$ cat config.mk
export PLATFORM = sky130hd
export DESIGN_NAME = bus_req_master
export DESIGN_NICKNAME = d
export VERILOG_FILES = /design/src/rtl/bus_req_master.sv
export SDC_FILE = /design/constraint.sdc
export NUM_CORES = 1
export LEC_CHECK = 0
export BUFFER_PORTS_ARGS = -buffer_cell sky130_fd_sc_hd__buf_2
export CELL_PAD_IN_SITES_DETAIL_PLACEMENT = 0
export CELL_PAD_IN_SITES_GLOBAL_PLACEMENT = 1
export CORE_MARGIN = 4
export CORE_UTILIZATION = 25
export DETAILED_ROUTE_END_ITERATION = 16
export MAX_ROUTING_LAYER = met4
export PLACE_DENSITY = 0.47
export SYNTH_ARGS = -nofsm -noshare
export SYNTH_HDL_FRONTEND = slang
export SYNTH_SLANG_ARGS = --single-unit
$ cat constraint.sdc
create_clock -name clk -period 2.7 [get_ports clk]
set_clock_uncertainty 0.15 [all_clocks]
set_input_delay 0.135 -clock clk [delete_from_list [all_inputs] [get_ports clk]]
set_output_delay 0.135 -clock clk [all_outputs]
set_load 0.03 [all_outputs]
$ cat src/rtl/bus_req_master.sv
// ============================================================================
// bus_req_master: bus arbiter requester, active-low request to counted burst
// Revision: 1.0
// ============================================================================
`default_nettype none

module bus_req_master #(
  parameter int LEN_W   = 4,
  parameter int HOLDOFF = 1,
  parameter int TIMEOUT = 64
) (
  input  logic             clk,
  input  logic             rst_n,
  input  logic             xfer_req,
  input  logic [LEN_W-1:0] xfer_len,
  input  logic             gnt,
  output logic             busy,
  output logic             nreq,
  output logic             beat,
  output logic [LEN_W-1:0] beat_cnt,
  output logic             done,
  output logic             err
);

  // Counters only need to hold HOLDOFF-1 and TIMEOUT-1 respectively.
  localparam int HO_W = (HOLDOFF > 1) ? $clog2(HOLDOFF) : 1;
  localparam int TO_W = (TIMEOUT > 1) ? $clog2(TIMEOUT) : 1;
  localparam logic [HO_W-1:0] HO_LOAD = HO_W'(HOLDOFF - 1);
  localparam logic [TO_W-1:0] TO_LAST = TO_W'(TIMEOUT - 1);

  typedef enum logic [1:0] {IDLE, REQ, XFER, RELEASE} state_t;

  state_t           state, state_nx;
  logic [LEN_W-1:0] len, len_nx;
  logic [TO_W-1:0]  wait_cnt, wait_nx;
  logic [HO_W-1:0]  hold_cnt, hold_nx;
  logic             busy_nx, nreq_nx, beat_nx, done_nx, err_nx;
  logic [LEN_W-1:0] cnt_nx;

  always_ff @(posedge clk or negedge rst_n) begin
    if (!rst_n) begin
      state <= IDLE;
    end else begin
      state <= state_nx;
    end
  end

  always_ff @(posedge clk or negedge rst_n) begin
    if (!rst_n) begin
      len      <= '0;
      wait_cnt <= '0;
      hold_cnt <= '0;
      busy     <= 1'b0;
      nreq     <= 1'b1;
      beat     <= 1'b0;
      beat_cnt <= '0;
      done     <= 1'b0;
      err      <= 1'b0;
    end else begin
      len      <= len_nx;
      wait_cnt <= wait_nx;
      hold_cnt <= hold_nx;
      busy     <= busy_nx;
      nreq     <= nreq_nx;
      beat     <= beat_nx;
      beat_cnt <= cnt_nx;
      done     <= done_nx;
      err      <= err_nx;
    end
  end

  always_comb begin
    state_nx = state;
    len_nx   = len;
    wait_nx  = wait_cnt;
    hold_nx  = hold_cnt;
    busy_nx  = busy;
    nreq_nx  = nreq;
    beat_nx  = 1'b0;
    cnt_nx   = beat_cnt;
    done_nx  = 1'b0;
    err_nx   = 1'b0;
    case (state)
      // IDLE is only re-entered once the hold-off count has drained.
      IDLE: begin
        if (xfer_req) begin
          state_nx = REQ;
          len_nx   = xfer_len;
          wait_nx  = '0;
          busy_nx  = 1'b1;
          nreq_nx  = 1'b0;
        end
      end
      REQ: begin
        if (gnt) begin
          state_nx = XFER;
          beat_nx  = 1'b1;
          cnt_nx   = '0;
          done_nx  = (len == '0);
        end else if (TIMEOUT != 0 && wait_cnt == TO_LAST) begin
          state_nx = RELEASE;
          err_nx   = 1'b1;
          nreq_nx  = 1'b1;
          hold_nx  = HO_LOAD;
        end else begin
          wait_nx = wait_cnt + 1'b1;
        end
      end
      XFER: begin
        // The arbiter may drop gnt right after done; that is not an abort.
        if (done || !gnt) begin
          state_nx = RELEASE;
          err_nx   = !done;
          nreq_nx  = 1'b1;
          cnt_nx   = '0;
          hold_nx  = HO_LOAD;
        end else begin
          beat_nx = 1'b1;
          cnt_nx  = beat_cnt + 1'b1;
          done_nx = (cnt_nx == len);
        end
      end
      RELEASE: begin
        if (hold_cnt == '0) begin
          state_nx = IDLE;
          busy_nx  = 1'b0;
        end else begin
          hold_nx = hold_cnt - 1'b1;
        end
      end
      default: state_nx = IDLE;
    endcase
  end

endmodule

`default_nettype wire

==> reports/metrics.csv, run 1 <==
stage,metric,value,unit
worst_setup_path,"Req. time, crit path",2.74,ns
worst_hold_path,Hold Path Depth,2,
sta,Slew Limit Fails,0,
power_and_ir_drop,Max IR drop VDD,0.2825,mV
sta,RSZ-0062 raised after global routing,no,
power_and_ir_drop,PwrDens,1009,nW/um2
synthesis,mapped cell area,1175,um2
cts,Resize count post-CTS,0,
worst_setup_path,reg-to-reg endpoint,wait_cnt[5],
synthesis,top cell type's share of synthesized area,42.60,%
place,GPL Wtd Cong,0.7081,
power_and_ir_drop,Static Leak,0.6201,nW
synthesis,synthesized area per cell,10.04,um2
layout,Layout area overhead,18.32,%
worst_setup_path,worst setup path start,state[1],
layout,final core occ,31.28,%
synthesis,"EDFF count, synth",0,
synthesis,ys flop type,dfrtp_1,
power_and_ir_drop,Comb power frac,47.9,%
routing,post-route DRC violation count,0,
worst_setup_path,CP max FO,12,
flow_run,maxcap violations,0,
worst_hold_path,hold endpoint,err,
worst_setup_path,Crit Path Class,flop to flop,
die,top-level I/O count,17,
layout,layout cells sized above 1,20.86,%
place,DPL Wire Length,1.963,mm
power_and_ir_drop,Net Sw Power,593.3,uW
cts,Num CTS Buffers,3,
cts,CTS tree,done,
synthesis,synth warn,0,
power_and_ir_drop,Pint,809.4,uW
die,Die H,76.55,um
sta,Rel. slew slack,67.44,%
worst_hold_path,Tightest Hold Check Type,primary input to flop,
sta,final hold vios,0,
worst_hold_path,HP Start,gnt,
outcome,status,"complete, no violations",
routing,met1 WL,1.283,mm
global_routing,grt ovf,0,
layout,Final Instance Count excl. Fillers,191,
cts,root buf cell,clkbuf_8,
sta,f_max,442.4,MHz
worst_setup_path,reg2reg path depth,6,
cts,CTS max path bufs,2,
global_routing,largest net degree at the start of global routing,22,
global_routing,vias in the first global route,980,
worst_setup_path,r2r setup slk,0.44,ns
routing,drt wl/cell,13.65,um
synthesis,post-synth top area cell,dfrtp_1,
global_routing,first-pass GRT wire length,4.671,mm
routing,drt total wl,2.607,mm
synthesis,#FFs+latches synth,21,
cts,clock slew at reported path FFs,0.08,ns
worst_setup_path,Crit path arrival time,2.30,ns
synthesis,"Seq/Total Area, Yosys",44.83,%
global_routing,total track usage,10.11,%
die,Core Area,4444,um2
cts,CTS Sinks,21,
sta,Final Setup Violations,0,
synthesis,async set or reset register ratio after synthesis,100.0,%
power_and_ir_drop,clock power share,14.9,%
global_routing,initial antenna violation count,0,
power_and_ir_drop,Total Power,1.403,mW
routing,via density per instance,4.832,
sta,Setup TNS,0,ns
sta,Final period util,83.72,%
sta,fin crit period,2.260,ns
cts,# Post-CTS Setup Buffers,0,
layout,Multi-input gate area,603.1,um2
routing,number of DRC markers in iteration 0,28,
die,num rows,24,
power_and_ir_drop,Net Sw Frac,42.30,%
die,Die X,76.55,um
synthesis,Synth area leaders,"dfrtp_1 43%, ha_1 6.4%, mux2_2 5.8%",
synthesis,Cells after Synth,117,
power_and_ir_drop,sequential power share,37.2,%
layout,final net count,154,
worst_setup_path,crit end category,flop,
routing,Vias,923,
cts,H-tree levels,1,
die,Initial Util,26.44,%
die,die area,5860,um2
routing,Met3 Wirelength,87,um
routing,Routed Antenna Nets,0,
layout,register area,526.8,um2
routing,top layer in use,met4,
layout,diode count,0,
worst_setup_path,crit start category,flop,
cts,Post-CTS Hold Buffers,5,
worst_setup_path,r2r startpoint,state[1],
synthesis,Yosys cell types,37,
sta,Tightest Pin Transition,0.4884,ns
synthesis,Synthesized Nets,131,
layout,fillers,476,
place,port bufs,16,
routing,DR pass1 iterations,4,
routing,met2 routed WL,1.214,mm
place,placed insts,182,
cts,Skew-Pair Late Insertion Delay,0.26,ns
cells by family after synthesis:
kind of cell | Yosys count | share of synthesized area (%)
flops | 21 | 44.84
xor+xnor | 6 | 4.473
fa+ha+maj | 6 | 6.390
buf+inv | 8 | 3.834
compound gates | 27 | 14.59
mux | 7 | 6.602
simple gates | 42 | 19.28
layer usage:
metal,vias to the layer above,global-route usage [%]
met3,2,2.364
met5,-,-
li1,463,-
met4,0,3.804
met1,445,12.54
met2,13,15.99
sequential cells by signal, summed over array words and instances, names as in the netlist:
name	count
len	4
beat_cnt	4
busy	1
err	1
state	2
nreq	1
beat	1
done	1
wait_cnt	6
through the flow:
step / cell area [um2] / hold slack [ns] / setup WS (ns)
after global routing: 1390 / 0.04694 / 0.3088
after global placement: 1294 / -0.01746 / 0.5533
after CTS: 1390 / 0.02586 / 0.4337
after floorplan: 1175 / -0.3106 / 0.7217
after detailed placement: 1294 / -0.01789 / 0.4647
final: 1390 / 0.03625 / 0.4397
worst max-delay path, stage by stage (launching register included):
cell      delay (ns)
dfrtp_1         0.43
inv_1           0.10
ha_1            0.45
nand2b_4        0.12
a211o_1         0.36
or4_1           0.49
o21ai_1         0.09
synth_stat cells, types with 3 or more instances:
cell,count
dfrtp_1,20
o21ai_0,11
nand2_1,8
nor2_1,8
nand3_1,7
ha_1,6
mux2_2,6
inv_1,5
o211ai_1,5
xnor2_1,4
o31ai_1,3
how the worst max path moves through the flow:
stage | to | cells past startpoint
after floorplan | wait_cnt[5] | 7
final | wait_cnt[5] | 6
after global routing | wait_cnt[5] | 6
after CTS | wait_cnt[5] | 6
after global placement | wait_cnt[5] | 6
after detailed placement | wait_cnt[5] | 6
area by class of cell:
class | instances | share of cell area [%]
Sequential cell | 21 | 37.89
Multi-Input combinational cell | 88 | 43.38
Inverter | 5 | 1.350
Timing Repair Buffer | 21 | 9.361
Clock buffer | 3 | 2.970
Tap cell | 52 | 4.680
Clock inverter | 1 | 0.3600
power by group through the flow:
stage	registers [mW]	logic, mW	clock network [mW]
final	0.521	0.672	0.209
after detailed placement	0.529	0.676	0
after CTS	0.522	0.686	0.221
after global routing	0.537	0.762	0.232
after global placement	0.526	0.686	0
after floorplan	0.593	0.443	0
cells in the final DEF (no fill, tap or decap), drive strengths merged, types with 3 or more instances in the layout:
cell         count
dfrtp           20
buf             16
o21ai           12
nand2            8
nor2             8
nand3            7
mux2             6
ha               6
inv              5
o211ai           5
dlygate4sd3      5
xnor2            4
o31ai            3
clkbuf           3
No activity file was read; power rests on OpenSTA's default activity.
==> inputs of run 2 (changes only) <==
- PLACE_DENSITY: 0.47 -> 0.49
- clock period: 2.7 -> 1.81 ns (I/O delays scaled with it)
==> reports/metrics.csv, run 2 (synthesized netlist as in run 1, its figures left out) <==
stage,metric,value,unit,change
sta,Final Setup Violations,0,,unchanged
routing,DR pass1 iterations,4,,unchanged
sta,f_max,554.0,MHz,was 442.4 MHz
global_routing,first-pass GRT wire length,5.147,mm,was 4.671 mm
power_and_ir_drop,Comb power frac,55.7,%,was 47.9%
cts,Num CTS Buffers,3,,unchanged
worst_hold_path,HP Start,xfer_req,,was gnt
routing,Routed Antenna Nets,0,,unchanged
place,DPL Wire Length,2.146,mm,was 1.963 mm
layout,fillers,457,,was 476
layout,Layout area overhead,35.25,%,was 18.32%
layout,final net count,172,,was 154
worst_hold_path,Tightest Hold Check Type,primary input to flop,,unchanged
global_routing,grt ovf,0,,unchanged
layout,Top reg by flops,wait_cnt,,unchanged
layout,diode count,0,,unchanged
routing,drt wl/cell,13.91,um,was 13.65 um
worst_setup_path,reg-to-reg endpoint,wait_cnt[5],,unchanged
sta,fin crit period,1.805,ns,was 2.260 ns
routing,drt total wl,2.908,mm,was 2.607 mm
place,GPL Wtd Cong,0.7347,,was 0.7081
die,Die H,76.55,um,unchanged
worst_hold_path,Hold Path Depth,4,,was 2
routing,via density per instance,4.880,,was 4.832
outcome,status,"complete, no violations",,unchanged
layout,max FFs per register,6,,unchanged
worst_hold_path,hold endpoint,busy,,was err
layout,"commonest non-fill, non-tap cell in the layout",dfrtp_1,,unchanged
layout,final core occ,35.75,%,was 31.28%
worst_setup_path,Crit path arrival time,1.84,ns,was 2.30 ns
power_and_ir_drop,clock power share,13.0,%,was 14.9%
cts,clock slew at reported path FFs,0.08,ns,about the same
worst_setup_path,CP max FO,5,,was 12
sta,final hold vios,0,,unchanged
power_and_ir_drop,Pint,1.448,mW,was 809.4 uW
worst_setup_path,worst path bufs/invs,0,,was 1
sta,Tightest Pin Transition,0.4902,ns,was 0.4884 ns
die,num rows,24,,unchanged
sta,Rel. slew slack,67.32,%,was 67.44%
worst_setup_path,reg2reg path depth,5,,was 6
layout,Top Registers,"wait_cnt: 6 flops, beat_cnt: 4 flops, len: 4 flops",,unchanged
global_routing,total track usage,10.92,%,was 10.11%
power_and_ir_drop,Total Power,2.426,mW,was 1.403 mW
global_routing,vias in the first global route,1052,,was 980
routing,Vias,1020,,was 923
sta,Slew Limit Fails,0,,unchanged
power_and_ir_drop,Max IR drop VDD,0.4095,mV,was 0.2825 mV
place,port bufs,16,,unchanged
routing,number of DRC markers in iteration 0,57,,was 28
cts,CTS max path bufs,2,,unchanged
sta,Final period util,99.72,%,was 83.72%
die,Die X,76.55,um,unchanged
cts,CTS Sinks,21,,unchanged
power_and_ir_drop,Net Sw Power,978.2,uW,was 593.3 uW
worst_setup_path,crit end category,flop,,unchanged
die,Initial Util,26.44,%,unchanged
die,Core Area,4444,um2,unchanged
die,top-level I/O count,17,,unchanged
power_and_ir_drop,Static Leak,0.7046,nW,was 0.6201 nW
die,die area,5860,um2,unchanged
cts,Skew-Pair Late Insertion Delay,0.26,ns,about the same
power_and_ir_drop,sequential power share,31.3,%,was 37.2%
worst_setup_path,Crit Path Class,flop to flop,,unchanged
sta,RSZ-0062 raised after global routing,yes,,was no
flow_run,maxcap violations,0,,unchanged
worst_setup_path,"CP delay by family, top",simple AND/OR/NAND/NOR gates,,unchanged
cts,H-tree levels,1,,unchanged
layout,layout cells sized above 1,35.67,%,was 20.86%
global_routing,initial antenna violation count,0,,unchanged
routing,post-route DRC violation count,0,,unchanged
worst_setup_path,slowest cell on the critical path,or4_1,,unchanged
cts,CTS tree,done,,unchanged
worst_setup_path,"Cell Chain, Critical Path","ha_2, and2_1, a211o_4, or4_1, o21ai_1",,"was inv_1, ha_1, nand2b_4, a211o_1, or4_1, o21ai_1"
global_routing,largest net degree at the start of global routing,22,,unchanged
power_and_ir_drop,PwrDens,1527,nW/um2,was 1009 nW/um2
layout,"commonest cells after routing, fill and taps aside","20 x dfrtp_1, 16 x buf_2, 16 x buf_4",,"was 20 x dfrtp_1, 16 x buf_2, 11 x o21ai_0"
worst_setup_path,"Req. time, crit path",1.85,ns,was 2.74 ns
worst_setup_path,crit start category,flop,,unchanged
layout,Multi-input gate area,661.9,um2,was 603.1 um2
power_and_ir_drop,Net Sw Frac,40.32,%,was 42.30%
layout,register area,526.8,um2,unchanged
worst_setup_path,r2r setup slk,0.005,ns,was 0.44 ns
cts,root buf cell,clkbuf_8,,unchanged
worst_setup_path,Critical Path Max Stage Delay,0.40,ns,was 0.49 ns
worst_setup_path,r2r startpoint,wait_cnt[1],,was state[1]
[run 2: cell types whose count changed in the layout (fill, tap and decap cells not counted), sizes merged]
cell | before | now
clkinv | 1 | 0
buf | 16 | 33
dlygate4sd3 | 5 | 6
clkbuf | 3 | 4
[run 2: worst max path at each step]
stage	startpoint	endpoint	depth (start not counted)
floorplan	state[0]	wait_cnt[5]	7
global placement	state[0]	nreq	5
detailed placement	state[0]	wait_cnt[3]	6
CTS	state[1]	wait_cnt[5]	6
global route	state[1]	wait_cnt[5]	6
finish	wait_cnt[1]	wait_cnt[5]	5
[run 2: worst min-delay path, stage by stage]
cell,delay [ns]
buf_2,0.13
mux2i_1,0.08
nand2_1,0.05
o21ai_0,0.07
[run 2: stage by stage]
| step | area, um2 | setup TNS, ns | hold WS (ns) | setup WS (ns) | std cells |
|---|---|---|---|---|---|
| after CTS | 1550 | 0 | 0.05761 | 0.004812 | 207 |
| after floorplan | 1210 | 0 | -0.3551 | 0.001470 | 117 |
| after detailed placement | 1411 | -0.02782 | -0.06191 | -0.02782 | 193 |
| final | 1589 | 0 | 0.05609 | 0.005066 | 209 |
| after global routing | 1589 | -0.07067 | 0.1004 | -0.05745 | 209 |
| after global placement | 1411 | 0 | -0.06606 | 0.02390 | 193 |
[run 2: area by class of cell]
class                      count  share of cell area, %
clock buffer                   4                  2.835
inverter                       5                  1.181
multi-input combinational     88                  41.65
sequential                    21                  33.15
tap                           52                  4.094
timing repair buffer          39                  17.09
[run 2: timing repair]
item,CTS,global route
hold endpoints to repair,26,0
endpoints found under the setup margin,3,9
gates resized for setup,1,5
pin swaps,2,1
buffers inserted,4,2
hold buffers,6,0
[run 2: power by group through the flow]
stage | logic [mW] | registers, mW | clock network [mW]
2_1_floorplan | 0.722 | 0.895 | 0
3_3_place_gp | 1.22 | 0.777 | 0
3_5_place_dp | 1.23 | 0.783 | 0
4_1_cts | 1.32 | 0.760 | 0.328
5_1_grt | 1.50 | 0.786 | 0.348
6_report | 1.35 | 0.759 | 0.315
[run 2: layer usage]
metal  GRT usage, %  vias up  wire (um)
met1          14.03      493       1382
met3          2.009        2        116
met4          3.804        0         21
met2          17.22       22       1387
li1               -      503          -
met5              -        -          0
